==> config.mk <==
export PLATFORM = sky130hd
export DESIGN_NAME = ch_est_lsi_multi_ant
export DESIGN_NICKNAME = d
export VERILOG_FILES = /design/src/rtl/ch_est_lsi_multi_ant.sv
export SDC_FILE = /design/constraint.sdc
export NUM_CORES = 1
export LEC_CHECK = 0
export BUFFER_PORTS_ARGS = -buffer_cell sky130_fd_sc_hd__buf_2
export CORE_MARGIN = 8
export CORE_UTILIZATION = 57
export CTS_BUF_LIST = sky130_fd_sc_hd__clkbuf_16
export DETAILED_ROUTE_END_ITERATION = 10
export GPL_TIMING_DRIVEN = 0
export PLACE_DENSITY = 0.81
export SETUP_SLACK_MARGIN = 0.05
export SLEW_MARGIN = 5
export SYNTH_ARGS = -nofsm -noshare
export SYNTH_HDL_FRONTEND = slang
export SYNTH_SLANG_ARGS = --single-unit
export TNS_END_PERCENT = 20
==> constraint.sdc <==
create_clock -name clk -period 9.76 [get_ports clk]
set_clock_uncertainty 0.2 [all_clocks]
set_input_delay 0 -clock clk [delete_from_list [all_inputs] [get_ports clk]]
set_output_delay 0 -clock clk [all_outputs]
set_load 0.02 [all_outputs]
==> src/rtl/ch_est_lsi_multi_ant.sv <==
// NB-IoT NRS channel estimator: per-lane LS at two pilots, optional time averaging,
// linear interpolation over 12 subcarriers streamed out with valid/ready.
module ch_est_lsi_multi_ant #(
  parameter int NUM_ANT   = 1,
  parameter int WIDTH_RX  = 16,
  parameter int OUT_WIDTH = 17,
  parameter int AVG_LOG2  = 2
) (
  input  logic                           clk,
  input  logic                           rst,
  input  logic                           flush,
  input  logic                           avg_mode,
  input  logic [2:0]                     v_shift,
  input  logic                           in_valid,
  output logic                           in_ready,
  input  logic [NUM_ANT*WIDTH_RX-1:0]    in_rx_r,
  input  logic [NUM_ANT*WIDTH_RX-1:0]    in_rx_i,
  input  logic [1:0]                     in_nrs,
  output logic                           out_valid,
  input  logic                           out_ready,
  output logic [3:0]                     out_sc,
  output logic                           out_last,
  output logic [NUM_ANT*OUT_WIDTH-1:0]   out_h_r,
  output logic [NUM_ANT*OUT_WIDTH-1:0]   out_h_i
);

  localparam int EW  = WIDTH_RX + 1;
  localparam int EW1 = EW + 1;
  localparam int EWX = EW + 10;
  localparam int AW  = EW + AVG_LOG2;
  localparam int SW  = (AVG_LOG2 > 0) ? AVG_LOG2 : 1;
  localparam logic [SW-1:0] SYM_LAST = SW'((1 << AVG_LOG2) - 1);

  typedef enum logic [1:0] {
    S_IDLE   = 2'd0,
    S_ACC    = 2'd1,
    S_EST    = 2'd2,
    S_INTERP = 2'd3
  } state_t;

  function automatic logic signed [EW-1:0] rx_ext(input logic [WIDTH_RX-1:0] x);
    rx_ext = EW'($signed(x));
  endfunction

  function automatic logic signed [EW-1:0] neg_sel(input logic neg, input logic signed [EW-1:0] x);
    neg_sel = neg ? -x : x;
  endfunction

  function automatic logic [7:0] interp_weight(input logic [3:0] d);
    case (d)
      4'd1:    interp_weight = 8'd43;
      4'd2:    interp_weight = 8'd85;
      4'd3:    interp_weight = 8'd128;
      4'd4:    interp_weight = 8'd171;
      4'd5:    interp_weight = 8'd213;
      default: interp_weight = 8'd0;
    endcase
  endfunction

  // Weights are k/6 in Q8; the floor shift keeps the result between E0 and E1.
  function automatic logic signed [OUT_WIDTH-1:0] interp_point(
    input logic signed [EW-1:0] e0,
    input logic signed [EW-1:0] e1,
    input logic [3:0]           k,
    input logic [2:0]           v
  );
    logic signed [EW1-1:0] diff;
    logic signed [EWX-1:0] wt_x;
    logic signed [EW-1:0]  res;
    diff = EW1'(e1) - EW1'(e0);
    wt_x = $signed({{(EW + 2){1'b0}}, interp_weight(k - {1'b0, v})});
    res  = EW'(EWX'(e0) + ((EWX'(diff) * wt_x) >>> 4'd8));
    if (k <= {1'b0, v}) begin
      interp_point = OUT_WIDTH'(e0);
    end else if (k >= ({1'b0, v} + 4'd6)) begin
      interp_point = OUT_WIDTH'(e1);
    end else begin
      interp_point = OUT_WIDTH'(res);
    end
  endfunction

  state_t                 state_q, state_d;
  logic                   pil_q, pil_d;
  logic [SW-1:0]          sym_q, sym_d;
  logic                   mode_q, mode_d;
  logic [2:0]             v_q, v_d;
  logic [3:0]             sc_q, sc_d;
  logic                   in_ready_q, in_ready_d;
  logic                   out_valid_q, out_valid_d;
  logic                   out_last_q, out_last_d;
  logic [NUM_ANT*OUT_WIDTH-1:0] out_h_r_q, out_h_r_d;
  logic [NUM_ANT*OUT_WIDTH-1:0] out_h_i_q, out_h_i_d;
  logic signed [AW-1:0]   acc_q [NUM_ANT][2][2];
  logic signed [AW-1:0]   acc_d [NUM_ANT][2][2];
  logic signed [EW-1:0]   e_q   [NUM_ANT][2][2];
  logic signed [EW-1:0]   e_d   [NUM_ANT][2][2];
  logic signed [EW-1:0]   ls_re_s [NUM_ANT];
  logic signed [EW-1:0]   ls_im_s [NUM_ANT];
  logic                   in_fire_s;
  logic                   last_sym_s;
  logic                   clear_s;
  logic [3:0]             load_k_s;
  logic [2:0]             v_mod_s;

  // Per-lane LS product rx*conj(nrs) with the 1/sqrt2 scale dropped.
  always_comb begin
    for (int n = 0; n < NUM_ANT; n++) begin
      ls_re_s[n] = neg_sel(in_nrs[1], rx_ext(in_rx_r[n*WIDTH_RX +: WIDTH_RX]))
                 + neg_sel(in_nrs[0], rx_ext(in_rx_i[n*WIDTH_RX +: WIDTH_RX]));
      ls_im_s[n] = neg_sel(in_nrs[1], rx_ext(in_rx_i[n*WIDTH_RX +: WIDTH_RX]))
                 - neg_sel(in_nrs[0], rx_ext(in_rx_r[n*WIDTH_RX +: WIDTH_RX]));
    end
  end

  // Frame FSM, accumulation, estimate latch and output stream.
  always_comb begin
    state_d     = state_q;
    pil_d       = pil_q;
    sym_d       = sym_q;
    mode_d      = mode_q;
    v_d         = v_q;
    sc_d        = sc_q;
    out_valid_d = out_valid_q;
    out_last_d  = out_last_q;
    out_h_r_d   = out_h_r_q;
    out_h_i_d   = out_h_i_q;
    acc_d       = acc_q;
    e_d         = e_q;
    clear_s     = flush;
    in_fire_s   = in_valid & in_ready_q & ((state_q == S_IDLE) | (state_q == S_ACC));
    last_sym_s  = ~mode_q | (sym_q == SYM_LAST);
    load_k_s    = out_valid_q ? (sc_q + 4'd1) : 4'd0;
    v_mod_s     = (v_shift >= 3'd6) ? (v_shift - 3'd6) : v_shift;

    case (state_q)
      S_IDLE, S_ACC: begin
        if (in_fire_s) begin
          if (state_q == S_IDLE) begin
            mode_d = avg_mode;
            v_d    = v_mod_s;
          end else begin
            mode_d = mode_q;
            v_d    = v_q;
          end
          for (int n = 0; n < NUM_ANT; n++) begin
            acc_d[n][pil_q][0] = acc_q[n][pil_q][0] + AW'(ls_re_s[n]);
            acc_d[n][pil_q][1] = acc_q[n][pil_q][1] + AW'(ls_im_s[n]);
          end
          if (pil_q) begin
            pil_d = 1'b0;
            if (last_sym_s) begin
              sym_d   = '0;
              state_d = S_EST;
            end else begin
              sym_d   = sym_q + SW'(1);
              state_d = S_ACC;
            end
          end else begin
            pil_d   = 1'b1;
            state_d = S_ACC;
          end
        end else begin
          state_d = state_q;
        end
      end
      S_EST: begin
        for (int n = 0; n < NUM_ANT; n++) begin
          for (int p = 0; p < 2; p++) begin
            for (int c = 0; c < 2; c++) begin
              e_d[n][p][c] = mode_q ? EW'(acc_q[n][p][c] >>> AVG_LOG2) : EW'(acc_q[n][p][c]);
            end
          end
        end
        state_d = S_INTERP;
      end
      S_INTERP: begin
        if (!out_valid_q || out_ready) begin
          if (out_valid_q && out_last_q) begin
            clear_s = 1'b1;
          end else begin
            out_valid_d = 1'b1;
            sc_d        = load_k_s;
            out_last_d  = (load_k_s == 4'd11);
            for (int n = 0; n < NUM_ANT; n++) begin
              out_h_r_d[n*OUT_WIDTH +: OUT_WIDTH] = interp_point(e_q[n][0][0], e_q[n][1][0], load_k_s, v_q);
              out_h_i_d[n*OUT_WIDTH +: OUT_WIDTH] = interp_point(e_q[n][0][1], e_q[n][1][1], load_k_s, v_q);
            end
          end
        end else begin
          state_d = state_q;
        end
      end
      default: begin
        state_d = S_IDLE;
      end
    endcase

    // Frame end and flush share one wipe; a sample presented with flush is lost here.
    if (clear_s) begin
      state_d     = S_IDLE;
      pil_d       = 1'b0;
      sym_d       = '0;
      mode_d      = 1'b0;
      v_d         = 3'd0;
      sc_d        = 4'd0;
      out_valid_d = 1'b0;
      out_last_d  = 1'b0;
      out_h_r_d   = '0;
      out_h_i_d   = '0;
      for (int n = 0; n < NUM_ANT; n++) begin
        for (int p = 0; p < 2; p++) begin
          for (int c = 0; c < 2; c++) begin
            acc_d[n][p][c] = '0;
            e_d[n][p][c]   = '0;
          end
        end
      end
    end else begin
      state_d = state_d;
    end

    in_ready_d = (state_d == S_IDLE) || (state_d == S_ACC);
  end

  // State and datapath registers.
  always_ff @(posedge clk or posedge rst) begin
    if (rst) begin
      state_q     <= S_IDLE;
      pil_q       <= 1'b0;
      sym_q       <= '0;
      mode_q      <= 1'b0;
      v_q         <= 3'd0;
      sc_q        <= 4'd0;
      in_ready_q  <= 1'b0;
      out_valid_q <= 1'b0;
      out_last_q  <= 1'b0;
      out_h_r_q   <= '0;
      out_h_i_q   <= '0;
      for (int n = 0; n < NUM_ANT; n++) begin
        for (int p = 0; p < 2; p++) begin
          for (int c = 0; c < 2; c++) begin
            acc_q[n][p][c] <= '0;
            e_q[n][p][c]   <= '0;
          end
        end
      end
    end else begin
      state_q     <= state_d;
      pil_q       <= pil_d;
      sym_q       <= sym_d;
      mode_q      <= mode_d;
      v_q         <= v_d;
      sc_q        <= sc_d;
      in_ready_q  <= in_ready_d;
      out_valid_q <= out_valid_d;
      out_last_q  <= out_last_d;
      out_h_r_q   <= out_h_r_d;
      out_h_i_q   <= out_h_i_d;
      acc_q       <= acc_d;
      e_q         <= e_d;
    end
  end

  assign in_ready  = in_ready_q;
  assign out_valid = out_valid_q;
  assign out_sc    = sc_q;
  assign out_last  = out_last_q;
  assign out_h_r   = out_h_r_q;
  assign out_h_i   = out_h_i_q;

endmodule
After elaboration in Yosys (flattened, before gate mapping)
Index checks and enable logic that the tools add are counted.
{ "totals": {"input_bits": 43, "n_memories": 0, "output_inout_bits": 41, "elab_cells": 155, "latch_bits": 0, "romBits": 0, "ff_bits": 194, "mem_bits_rw": 0} }
{ "op_classes": {"multipliers": 2, "n_addsub": 15, "n_shift": 0, "n_eq_ne": 12, "div_mod_pow": 0, "n_reduce_logical": 19, "bitwise_logic": 6, "mux": 77, "magnitude_cmp": 5} }
{ "op_table": {"columns": ["cell", "n"], "rows": [
  ["17-bit 2-to-1 mux", 20],
  ["76-bit 2-to-1 mux", 3],
  ["76-bit bitwise mux", 2],
  ["38-bit 2-to-1 mux", 4],
  ["68-bit 2-to-1 mux", 2],
  ["38-bit demux with 1-bit select", 2],
  ["17-bit adder", 3],
  ["18-bit by 9-bit multiplier with 25-bit output", 2],
  ["8-bit case mux with 5 select lines", 1],
  ["19-bit by 17-bit adder with 19-bit output", 2],
  ["17-bit by 17-bit subtractor with 18-bit output", 2],
  ["16-bit negator with 17-bit output", 2],
  ["8-bit 2-to-1 mux", 3],
  ["4-bit 2-to-1 mux", 5],
  ["1-bit 2-to-1 mux", 19],
  ["19-bit 2-to-1 mux", 1],
  ["2-bit 2-to-1 mux", 9],
  ["17-bit subtractor", 1],
  ["3-bit 2-to-1 mux", 5],
  ["2-bit nonzero test", 7],
  ["3-bit AND reduction", 3],
  ["4-bit by 2-bit == test with 1-bit output, second input constant", 2],
  ["4-bit by 3-bit == test with 1-bit output, second input constant", 2],
  ["2-bit == test, second input constant", 3],
  ["25 further kinds", 31]
]} }

Logic depth before layout (Yosys ltp)
Gate-level depths: netlist (run 1).
{ "logic_depth": {"ltp_word": 16, "mapped_depth": 43, "depth_no_buf": 42} }

Worst setup path before layout (run 1)
OpenSTA, ideal clock, no wires.
{ "synth_path": {"path_kind": "register to register", "from": "register out_valid_q, in the netlist out_valid", "to": "register out_h_i_q[16], in the netlist out_h_i[16]", "synth_period_minus_slack_ps": 8757, "required_time_ps": 9430, "path_stages_with_launch": 40, "setup_time_ps": 130, "path_slack_ps": 1003, "n_path_buf": 3, "arrival_ps": 8427, "cell_sequence": "dfrtp_1 > clkbuf_1 > nand2b_1 > ha_1 > inv_1 > fa_1 > xor2_1 > inv_1 > nand2_1 > xnor2_1 > and2_1 > clkbuf_1 > clkbuf_1 > nand2_1 > fa_1 > inv_1 > fa_1 > fa_1 > (+4 left out) > a21o_1 > a21oi_1 > nor2b_1 > a2111oi_0 > inv_1 > o21ai_0 > o2111ai_1 > o31ai_1 > inv_1 > a21oi_1 > xnor2_1 > ha_1 > a21oi_1 > o21ai_0 > xnor2_1 > xnor2_1 > xnor2_1 > o21ai_0"} }
{ "synth_via": {"elab_chain_cells": 15, "elab_cells_between_ends": 31, "cone_classes": "2 x add/sub; 1 x mul; 2 x order compare; 6 x eq/ne; 14 x mux; 6 x reduce/logical"} }
{ "synth_rtl": {"columns": ["item", "line", "rtl"], "rows": [
  ["start: declaration", "89", "logic out_valid_q, out_valid_d;"],
  ["start signal: assignment", "255", "out_valid_q <= out_valid_d;"],
  ["4-bit 2-to-1 mux", "132", "load_k_s = out_valid_q ? (sc_q + 4'd1) : 4'd0;"],
  ["4-bit by 3-bit subtractor with 4-bit output", "71", "wt_x = $signed({{(EW + 2){1'b0}}, interp_weight(k - {1'b0, v})});"],
  ["4-bit by 3-bit == test with 1-bit output, or another cell as far along", "50", "case (d)"],
  ["8-bit case mux with 5 select lines", "50", null],
  ["8-bit 2-to-1 mux", "178", "if (out_valid_q && out_last_q) begin"],
  ["8-bit 2-to-1 mux", "177", "if (!out_valid_q || out_ready) begin"],
  ["8-bit 2-to-1 mux", "135", "case (state_q)"],
  ["18-bit by 9-bit multiplier with 25-bit output", "72", "res = EW'(EWX'(e0) + ((EWX'(diff) * wt_x) >>> 4'd8));"],
  ["17-bit adder", "72", null],
  ["17-bit 2-to-1 mux", "75", "end else if (k >= ({1'b0, v} + 4'd6)) begin"],
  ["17-bit 2-to-1 mux", "73", "if (k <= {1'b0, v}) begin"],
  ["17-bit 2-to-1 mux", "178", null],
  ["17-bit 2-to-1 mux", "177", null],
  ["17-bit 2-to-1 mux", "135", null],
  ["17-bit 2-to-1 mux", "199", "if (clear_s) begin"],
  ["end signal: assignment", "258", "out_h_i_q <= out_h_i_d;"],
  ["end: declaration", "92", "logic [NUM_ANT*OUT_WIDTH-1:0] out_h_i_q, out_h_i_d;"]
]} }
Several ways; a longest one is shown, not always the timed one. The select of a mux whose other input is x is not followed.
A chain may end at the register's enable or synchronous reset.

Worst setup path in the final report (run 1)
{ "layout_path": {"from": "register out_valid_q, in the netlist out_valid", "to": "register out_h_i_q[13], in the netlist out_h_i[13]"} }
The elaborated chain is that of the path after synthesis.

==> results_dict.tcl, run 1 <==
set metrics [dict create \
    status "finished clean" \
    maxCapViolCount 0 \
    syn_nets 3393 \
    worst_ep_arrival_time_ns 9.47 \
    clock_latency_ns 0.46 \
    synth_edf_count 0 \
    fmax_ghz 0.108 \
    wl_per_cell_um 20.0 \
    syn_to_final_growth_pct 8.63 \
    ys_ff_latch 194 \
    drc 0 \
    synthFlopType "dfrtp_1" \
    portBuffers 78 \
    syn_avg_cell_area_um2 8.54 \
    grt-ovfl-total 0 \
    end_kind "flop" \
    synth_top_cell_area_share_pct 19.6 \
    hold_path_class "in2reg" \
    worstRegToRegCells 38 \
    h-tree-depth 4 \
    ant_nets 0 \
    rows 76 \
    cp_slowest_cell "fa_1" \
    grt_pass1_vias 21900 \
    rsz0062_at_grt "true" \
    place.gp.congestion 0.956 \
    wl_met1_um 29200 \
    crit_path_start "out_valid" \
    cts_made_buffers 17 \
    tns_ns 0 \
    ys_warn_count 0 \
    cp_max_fo 10 \
    antenna_found_initial 5 \
    hp-start "out_ready" \
    nets 3508 \
    r2r_slack_ns 0.47 \
    layout-drive-gt1-share_pct 7.64 \
    first_pass_iters 6 \
    layout_setup_ws_ns 0.466 \
    hold-path-cell-count 4 \
    cts_sinks 194 \
    drt_wl_total_um 72200 \
    grt_usage_pct 28.8 \
    worstMarginPinSlew_ns 1.03 \
    hold_viol_final 0 \
    syn_inst 2895 \
    path_clk_slew_ns 0.08 \
    routed_via_density 5.82 \
    min_period_ns 9.29 \
    yosysTopAreaCell "dfrtp_1" \
    start_util_pct 57.5 \
    worst_setup_path_start_kind "flop" \
    slew-limit-headroom_pct 30.7 \
    die_area_um2 50300 \
    synth.area.top_cells "dfrtp_1 20%, fa_1 16%, ha_1 13%" \
    ys_seq_area_share_pct 19.6 \
    timing.final.crit_share_pct 95.2 \
    yosysUniqueCellTypes 65 \
    clockBufferDepth 2 \
    io_pins 84 \
    dpl.hpwl_um 60900 \
    grt_max_degree 128 \
    setup_violations 0 \
    cts_root_buf "clkbuf_16" \
    final-max-slew-violation-count 0 \
    reg2reg_to "out_h_i[13]" \
    r2r_start "out_valid" \
    num_vias 21000 \
    synthArstFlopShare_pct 100 \
    wl_met2_um 34700 \
    post-place-ws_ns -1.07 \
    wl_met3_um 4230 \
    max_stage_delay_ns 0.56 \
    tritoncts "done" \
    syn_area_um2 24700 \
    min_to "acc_q[37]" \
    die_h_um 224 \
    topRoutingLayerUsed "met5" \
    core_um2 43000 \
    dieWidth_um 224 \
    crit_type "reg2reg" \
    grt_pass1_wl_um 115000 \
    drt_iter0_drc 1613 \
    crit_required_ns 9.94 \
]
-- what timing repair did --
item	CTS	global route
gates resized for setup	25	48
pin swaps	1	12
setup buffers	0	4
endpoints found under the setup margin	13	17
hold buffers	13	0
hold endpoints to repair	209	0
-- registers in the layout (all words and copies together), names as in the netlist --
register and cells:
mode_q 1, out_last 1, out_h_i 17, state_q 2, sym_q 2, out_valid 1
out_sc 4, out_h_r 17, pil_q 1, acc_q 76, in_ready 1, v_q 3
e_q 68
-- placed cells by master (no fill, tap or decap), types with 17 or more instances in the layout --
cell / Yosys / layout
or3_1: 29 / 29
fa_1: 196 / 195
nand2b_1: 35 / 35
a21oi_1: 169 / 165
nand3_1: 42 / 42
clkbuf_1: 110 / 94
buf_2: 2 / 83
mux2i_1: 81 / 81
o21ai_0: 105 / 99
xnor2_1: 170 / 167
o21a_1: 21 / 21
nor2b_1: 24 / 24
nor3_1: 45 / 43
clkbuf_16: 0 / 17
mux2_2: 37 / 37
nand2_1: 255 / 254
a211oi_1: 96 / 95
a22o_1: 50 / 50
dfrtp_1: 194 / 194
xor2_1: 67 / 65
nor2_1: 242 / 241
a21o_1: 51 / 51
and2_1: 24 / 23
o21bai_1: 21 / 21
ha_1: 259 / 257
inv_1: 396 / 395
-- metal layers --
metal  vias up  track usage, %
li1       9951               -
met1     10100            35.3
met2       743            49.4
met3       193            3.58
met4         6            15.3
met5         -               0
-- logic make-up (layout without fill, tap and decap cells) --
group	Yosys count	count (layout)	synth area share (%)
AOI/OAI and AO/OA	598	598	15.8
xor gates and xnor gates	237	237	8.39
adders and majority gates	455	455	29.0
buffers and inverters	524	652	7.96
DFF	194	194	19.6
muxes	118	118	4.96
other	0	2	0
and+or+nand+nor	769	769	14.3
-- synth_stat cells (7+ instances only) --
cell type and n:
and3_1 16, inv_1 396, a211oi_1 96, mux2i_1 81, nand2b_1 35, o21ai_0 105, ha_1 259, a21boi_0 7
nand3_1 42, a21o_1 51, xnor2_1 170, xor2_1 67, or2_2 15, and2_1 24, nor3_1 45, or3_1 29
dfrtp_1 194, o21bai_1 21, nand4b_1 7, buf_1 16, mux2_2 37, nand4_1 7, nor2b_1 24, o31ai_1 12
a31oi_1 14, nor2_1 242, nand2_1 255, fa_1 196, or3_4 7, o211ai_1 9, a21oi_1 169, o21a_1 21
a22o_1 50, clkbuf_1 110
-- critical path: cells and delay by family, from the launching register on --
family                     cells  cell delay, ns
muxes                          1            0.10
DFF                            1            0.43
buffers and inverters          7            1.37
adders and majority gates      8            3.15
and+or+nand+nor                6            0.73
AOI/OAI and AO/OA             14            2.87
xor gates and xnor gates       2            0.38
-- how the worst max path moves through the flow --
stage | to | slack (ns) | depth (start not counted)
after global routing | out_h_i[13] | -0.05 | 38
after global placement | out_h_i[16] | -0.80 | 37
final | out_h_i[13] | 0.47 | 38
after CTS | out_h_i[13] | 0.05 | 37
after floorplan | out_h_i[16] | 1.00 | 39
after detailed placement | out_h_i[16] | -1.07 | 39
-- per-stage QoR --
stage	cells	hold WS (ns)	instance area, µm²	util (%)
2_1_floorplan	2895	-0.0693	24700	-
3_3_place_gp	3558	0.0486	25900	60.2
3_5_place_dp	3559	-0.120	25900	60.3
4_1_cts	3604	0.0644	26700	62.1
5_1_grt	3609	0.129	26900	62.5
6_report	3610	0.121	26900	62.5
-- area by class of cell --
| class | instances | area, µm² |
|---|---|---|
| flip-flops and latches | 194 | 4850 |
| repair buffers | 96 | 578 |
| clock buffers | 17 | 425 |
| diodes | 2 | 5.00 |
| plain buffers | 128 | 518 |
| multi-input cells | 2177 | 18100 |
| clock inverters | 15 | 165 |
| inverters | 396 | 1490 |
| well taps | 585 | 732 |
| fillers | 3728 | 16100 |
Power of run 1 is left out: the tool's default activity adds up to more than one toggle a clock period on the data nets, which glitch-free logic cannot reach.
==> run 2: changes to the inputs <==
--- a/config.mk
+++ b/config.mk
@@ -6,12 +6,14 @@
 export NUM_CORES = 1
 export LEC_CHECK = 0
 export BUFFER_PORTS_ARGS = -buffer_cell sky130_fd_sc_hd__buf_2
+export CELL_PAD_IN_SITES_DETAIL_PLACEMENT = 0
+export CELL_PAD_IN_SITES_GLOBAL_PLACEMENT = 1
 export CORE_MARGIN = 8
-export CORE_UTILIZATION = 57
+export CORE_UTILIZATION = 50
 export CTS_BUF_LIST = sky130_fd_sc_hd__clkbuf_16
 export DETAILED_ROUTE_END_ITERATION = 10
 export GPL_TIMING_DRIVEN = 0
-export PLACE_DENSITY = 0.81
+export PLACE_DENSITY = 0.9
 export SETUP_SLACK_MARGIN = 0.05
 export SLEW_MARGIN = 5
 export SYNTH_ARGS = -nofsm -noshare
==> results_dict.tcl, run 2 (same netlist as run 1, synthesis figures left out) <==
set metrics [dict create \
    status "finished clean" \
    io_pins 84 \
    rsz0062_at_grt "false" \
    num_vias 20600 \
    h-tree-depth 4 \
    cts_sinks 194 \
    die_area_um2 56800 \
    dpl.hpwl_um 60900 \
    end_kind "flop" \
    grt_pass1_wl_um 114000 \
    cts_made_buffers 17 \
    setup_violations 0 \
    drt_wl_total_um 71700 \
    nets 3504 \
    holdWs_ns 0.137 \
    cp_slowest_cell "fa_1" \
    grt_usage_pct 25.2 \
    maxCapViolCount 0 \
    crit_type "reg2reg" \
    first_pass_iters 5 \
    portBuffers 78 \
    timing.final.crit_share_pct 94.2 \
    drt_iter0_drc 1449 \
    path_clk_slew_ns 0.08 \
    routed_via_density 5.58 \
    clock_latency_ns 0.44 \
    cp_max_fo 10 \
    worstMarginPinSlew_ns 1.15 \
    max_stage_delay_ns 0.55 \
    rows 81 \
    drc 0 \
    worst_setup_path_start_kind "flop" \
    cts_root_buf "clkbuf_16" \
    final_cell_mix "395 x inv_1, 257 x ha_1, 254 x nand2_1" \
    place.gp.congestion 0.956 \
    worst_ep_arrival_time_ns 9.36 \
    crit_required_ns 9.93 \
    regMostFlops "acc_q" \
    reg_top3 "acc_q: 76 flops, e_q: 68 flops" \
    final-seq-area_um2 4860 \
    multiInputGateArea_um2 18100 \
    tritoncts "done" \
    die_h_um 238 \
    grt-ovfl-total 0 \
    layout-drive-gt1-share_pct 7.55 \
    clockBufferDepth 2 \
    grt_max_degree 129 \
    grt_pass1_vias 21100 \
    dieWidth_um 238 \
    layout_commonest_cell "inv_1" \
    largest_reg_flops 76 \
    wl_per_cell_um 19.4 \
    syn_to_final_growth_pct 8.87 \
    final-max-slew-violation-count 0 \
    core_um2 48800 \
    ant_nets 0 \
    fmax_ghz 0.109 \
    fillers 4629 \
    post_cts_buffers 0 \
    crit_top_cell "inv_1" \
    hold_path_class "in2reg" \
    min_period_ns 9.20 \
    antenna_found_initial 6 \
    slew-limit-headroom_pct 21.6 \
    start_util_pct 50.6 \
    hold_viol_final 0 \
]
-- run 2: final cells by class --
type	instances	share of cell area, %
clock buffer	17	1.58
multi-input combinational	2177	67.2
buffer	128	1.91
tap	664	3.09
clock inverter	15	0.609
timing repair buffer	92	2.04
inverter	396	5.55
sequential	194	18.0
antenna	3	0.0279
-- run 2: repair_timing --
| action | in CTS | in global routing |
|---|---|---|
| endpoints found under the setup margin | 14 | 19 |
| endpoints found under the hold margin | 209 | 0 |
| pin swaps | 1 | 8 |
| resized for setup | 16 | 57 |
| hold buffers | 13 | 0 |
-- run 2: through the flow --
step                      TNS [ns]  cell area [µm²]  setup slack, ns  utilization, %  std cells
after floorplan                  0            24700             1.00               -       2895
after global placement       -2.29            26000           -0.466            53.1       3637
after detailed placement     -4.45            26000           -0.769            53.2       3638
after CTS                        0            26800           0.0295            54.8       3683
after global routing             0            26900           0.0391            55.1       3685
final                            0            26900            0.564            55.1       3686
-- run 2: path summary, 6_finish.rpt --
check	start	to	slack (ns)	cells after the start
max	out_valid	out_h_i[15]	0.56	40
min	in_rx_r[0]	acc_q[38]	0.14	5
max reg2reg	out_valid	out_h_i[15]	0.56	40
min reg2reg	out_h_i[9]	out_h_i[9]	0.28	1
max in group asynchronous	rst	out_h_r[12]	7.81	5
min in group asynchronous	rst	acc_q[15]	0.54	4
-- run 2: per-layer routing --
layer	vias up	track usage, %	part of all wire, %
li1	9932	-	-
met4	4	10.6	4.2
met2	542	43.9	48
met3	120	2.85	4.3
met5	-	0	0.035
met1	9979	31.5	43
-- run 2: critical path: cells and delay by family, from the launching register on --
kind	cells	cell delay, ns
buffers and inverters	8	1.04
xor gates and xnor gates	4	0.76
and+or+nand+nor	8	1.06
DFF	1	0.46
adders and majority gates	8	3.39
muxes	1	0.12
AOI/OAI and AO/OA	11	2.06
Power of run 2 is left out for the same reason.
==> run 3: changes to the inputs <==
--- a/config.mk
+++ b/config.mk
@@ -6,7 +6,7 @@
 export NUM_CORES = 1
 export LEC_CHECK = 0
 export BUFFER_PORTS_ARGS = -buffer_cell sky130_fd_sc_hd__buf_2
-export CELL_PAD_IN_SITES_DETAIL_PLACEMENT = 0
+export CELL_PAD_IN_SITES_DETAIL_PLACEMENT = 1
 export CELL_PAD_IN_SITES_GLOBAL_PLACEMENT = 1
 export CORE_MARGIN = 8
 export CORE_UTILIZATION = 50
==> results_dict.tcl, run 3 (same netlist as run 1, synthesis figures left out) <==
set metrics [dict create \
    rsz0062_at_grt "true" \
    fmax_ghz 0.105 \
    setup_violations 0 \
    portBuffers 78 \
    slew-limit-headroom_pct 25.6 \
    clock_latency_ns 0.47 \
    io_pins 84 \
    final_cell_mix "394 x inv_1, 254 x nand2_1, 254 x ha_1" \
    syn_to_final_growth_pct 9.68 \
    worst_ep_arrival_time_ns 9.66 \
    hold_path_class "in2reg" \
    antenna_found_initial 1 \
    ant_nets 0 \
    cts_root_buf "clkbuf_16" \
    grt_max_degree 129 \
    die_h_um 238 \
    core_um2 48800 \
    start_util_pct 50.6 \
    grt-ovfl-total 0 \
    maxCapViolCount 0 \
    routed_via_density 5.95 \
    hold_viol_final 0 \
    rows 81 \
    largest_reg_flops 76 \
    tritoncts "done" \
    cts_sinks 194 \
    status "finished clean" \
    tns_ns 0 \
    worst_setup_path_start_kind "flop" \
    worstMarginPinSlew_ns 1.09 \
    dieWidth_um 238 \
    cts_made_buffers 17 \
    crit_top_cell "inv_1" \
    wl_per_cell_um 23.6 \
    nets 3510 \
    min_period_ns 9.53 \
    grt_pass1_wl_um 136000 \
    die_area_um2 56800 \
    max_stage_delay_ns 0.56 \
    end_kind "flop" \
    drt_iter0_drc 1291 \
    regMostFlops "acc_q" \
    grt_usage_pct 30.5 \
    crit_required_ns 9.89 \
    drt_wl_total_um 87000 \
    num_vias 21900 \
    crit_type "reg2reg" \
    clockBufferDepth 2 \
    dpl.hpwl_um 72300 \
    place.gp.congestion 0.956 \
    first_pass_iters 5 \
    grt_pass1_vias 24500 \
    reg_top3 "acc_q: 76 flops, e_q: 68 flops" \
    cp_slowest_cell "fa_1" \
    timing.final.crit_share_pct 97.6 \
    drc 0 \
    layout-drive-gt1-share_pct 8.36 \
    path_clk_slew_ns 0.08 \
    final-max-slew-violation-count 0 \
    layout_commonest_cell "inv_1" \
    h-tree-depth 4 \
    cp_max_fo 10 \
]
[run 3: per-layer routing]
| layer | wire length (µm) | GRT usage (%) |
|---|---|---|
| met5 | 0 | 0 |
| met4 | 5920 | 18.6 |
| met2 | 43200 | 54.0 |
| met3 | 4180 | 4.14 |
| met1 | 33700 | 34.6 |
[run 3: final timing paths]
path	start	to	slack, ns	cells after the start
worst max-delay path	out_valid	out_h_i[16]	0.23	40
worst min-delay path	in_rx_r[0]	acc_q[57]	0.15	5
worst max register to register	out_valid	out_h_i[16]	0.23	40
worst min register to register	out_h_i[9]	out_h_i[9]	0.28	1
max in group asynchronous	rst	out_valid	7.80	5
min in group asynchronous	rst	acc_q[15]	0.52	4
[run 3: timing repair]
item	4_1_cts	5_1_grt
endpoints found under the hold margin	209	0
resized for setup	30	82
gates cloned	0	0
hold buffers	12	0
setup buffers	0	7
endpoints found under the setup margin	18	20
pin swaps	2	17
[run 3: area by class of cell]
cell class	count	area, µm²
diodes	1	2.50
plain buffers	128	537
clock buffers	17	425
clock inverters	15	170
fillers	5889	21700
inverters	396	1490
multi-input cells	2177	18200
flip-flops and latches	194	4860
well taps	664	831
repair buffers	98	591
[run 3: stage by stage]
stage               utilization, %  hold WS [ns]  setup slack, ns  instance area (µm²)  instances
global route                  55.5         0.167           -0.136                27100       3689
global placement              53.1        0.0387           -0.466                26000       3637
detailed placement            53.2        -0.131           -0.966                26000       3638
floorplan                        -       -0.0693             1.00                24700       2895
finish                        55.5         0.147            0.231                27100       3690
CTS                           54.9         0.123           0.0320                26800       3682
[run 3: critical path, delay by kind of cell (launching register included)]
kind / cells / cell delay (ns)
and+or+nand+nor: 9 / 1.67
AOI/OAI and AO/OA: 10 / 1.74
buffers and inverters: 8 / 1.01
DFF: 1 / 0.46
adders and majority gates: 8 / 3.24
xor gates and xnor gates: 5 / 1.08
Power of run 3 is left out for the same reason.
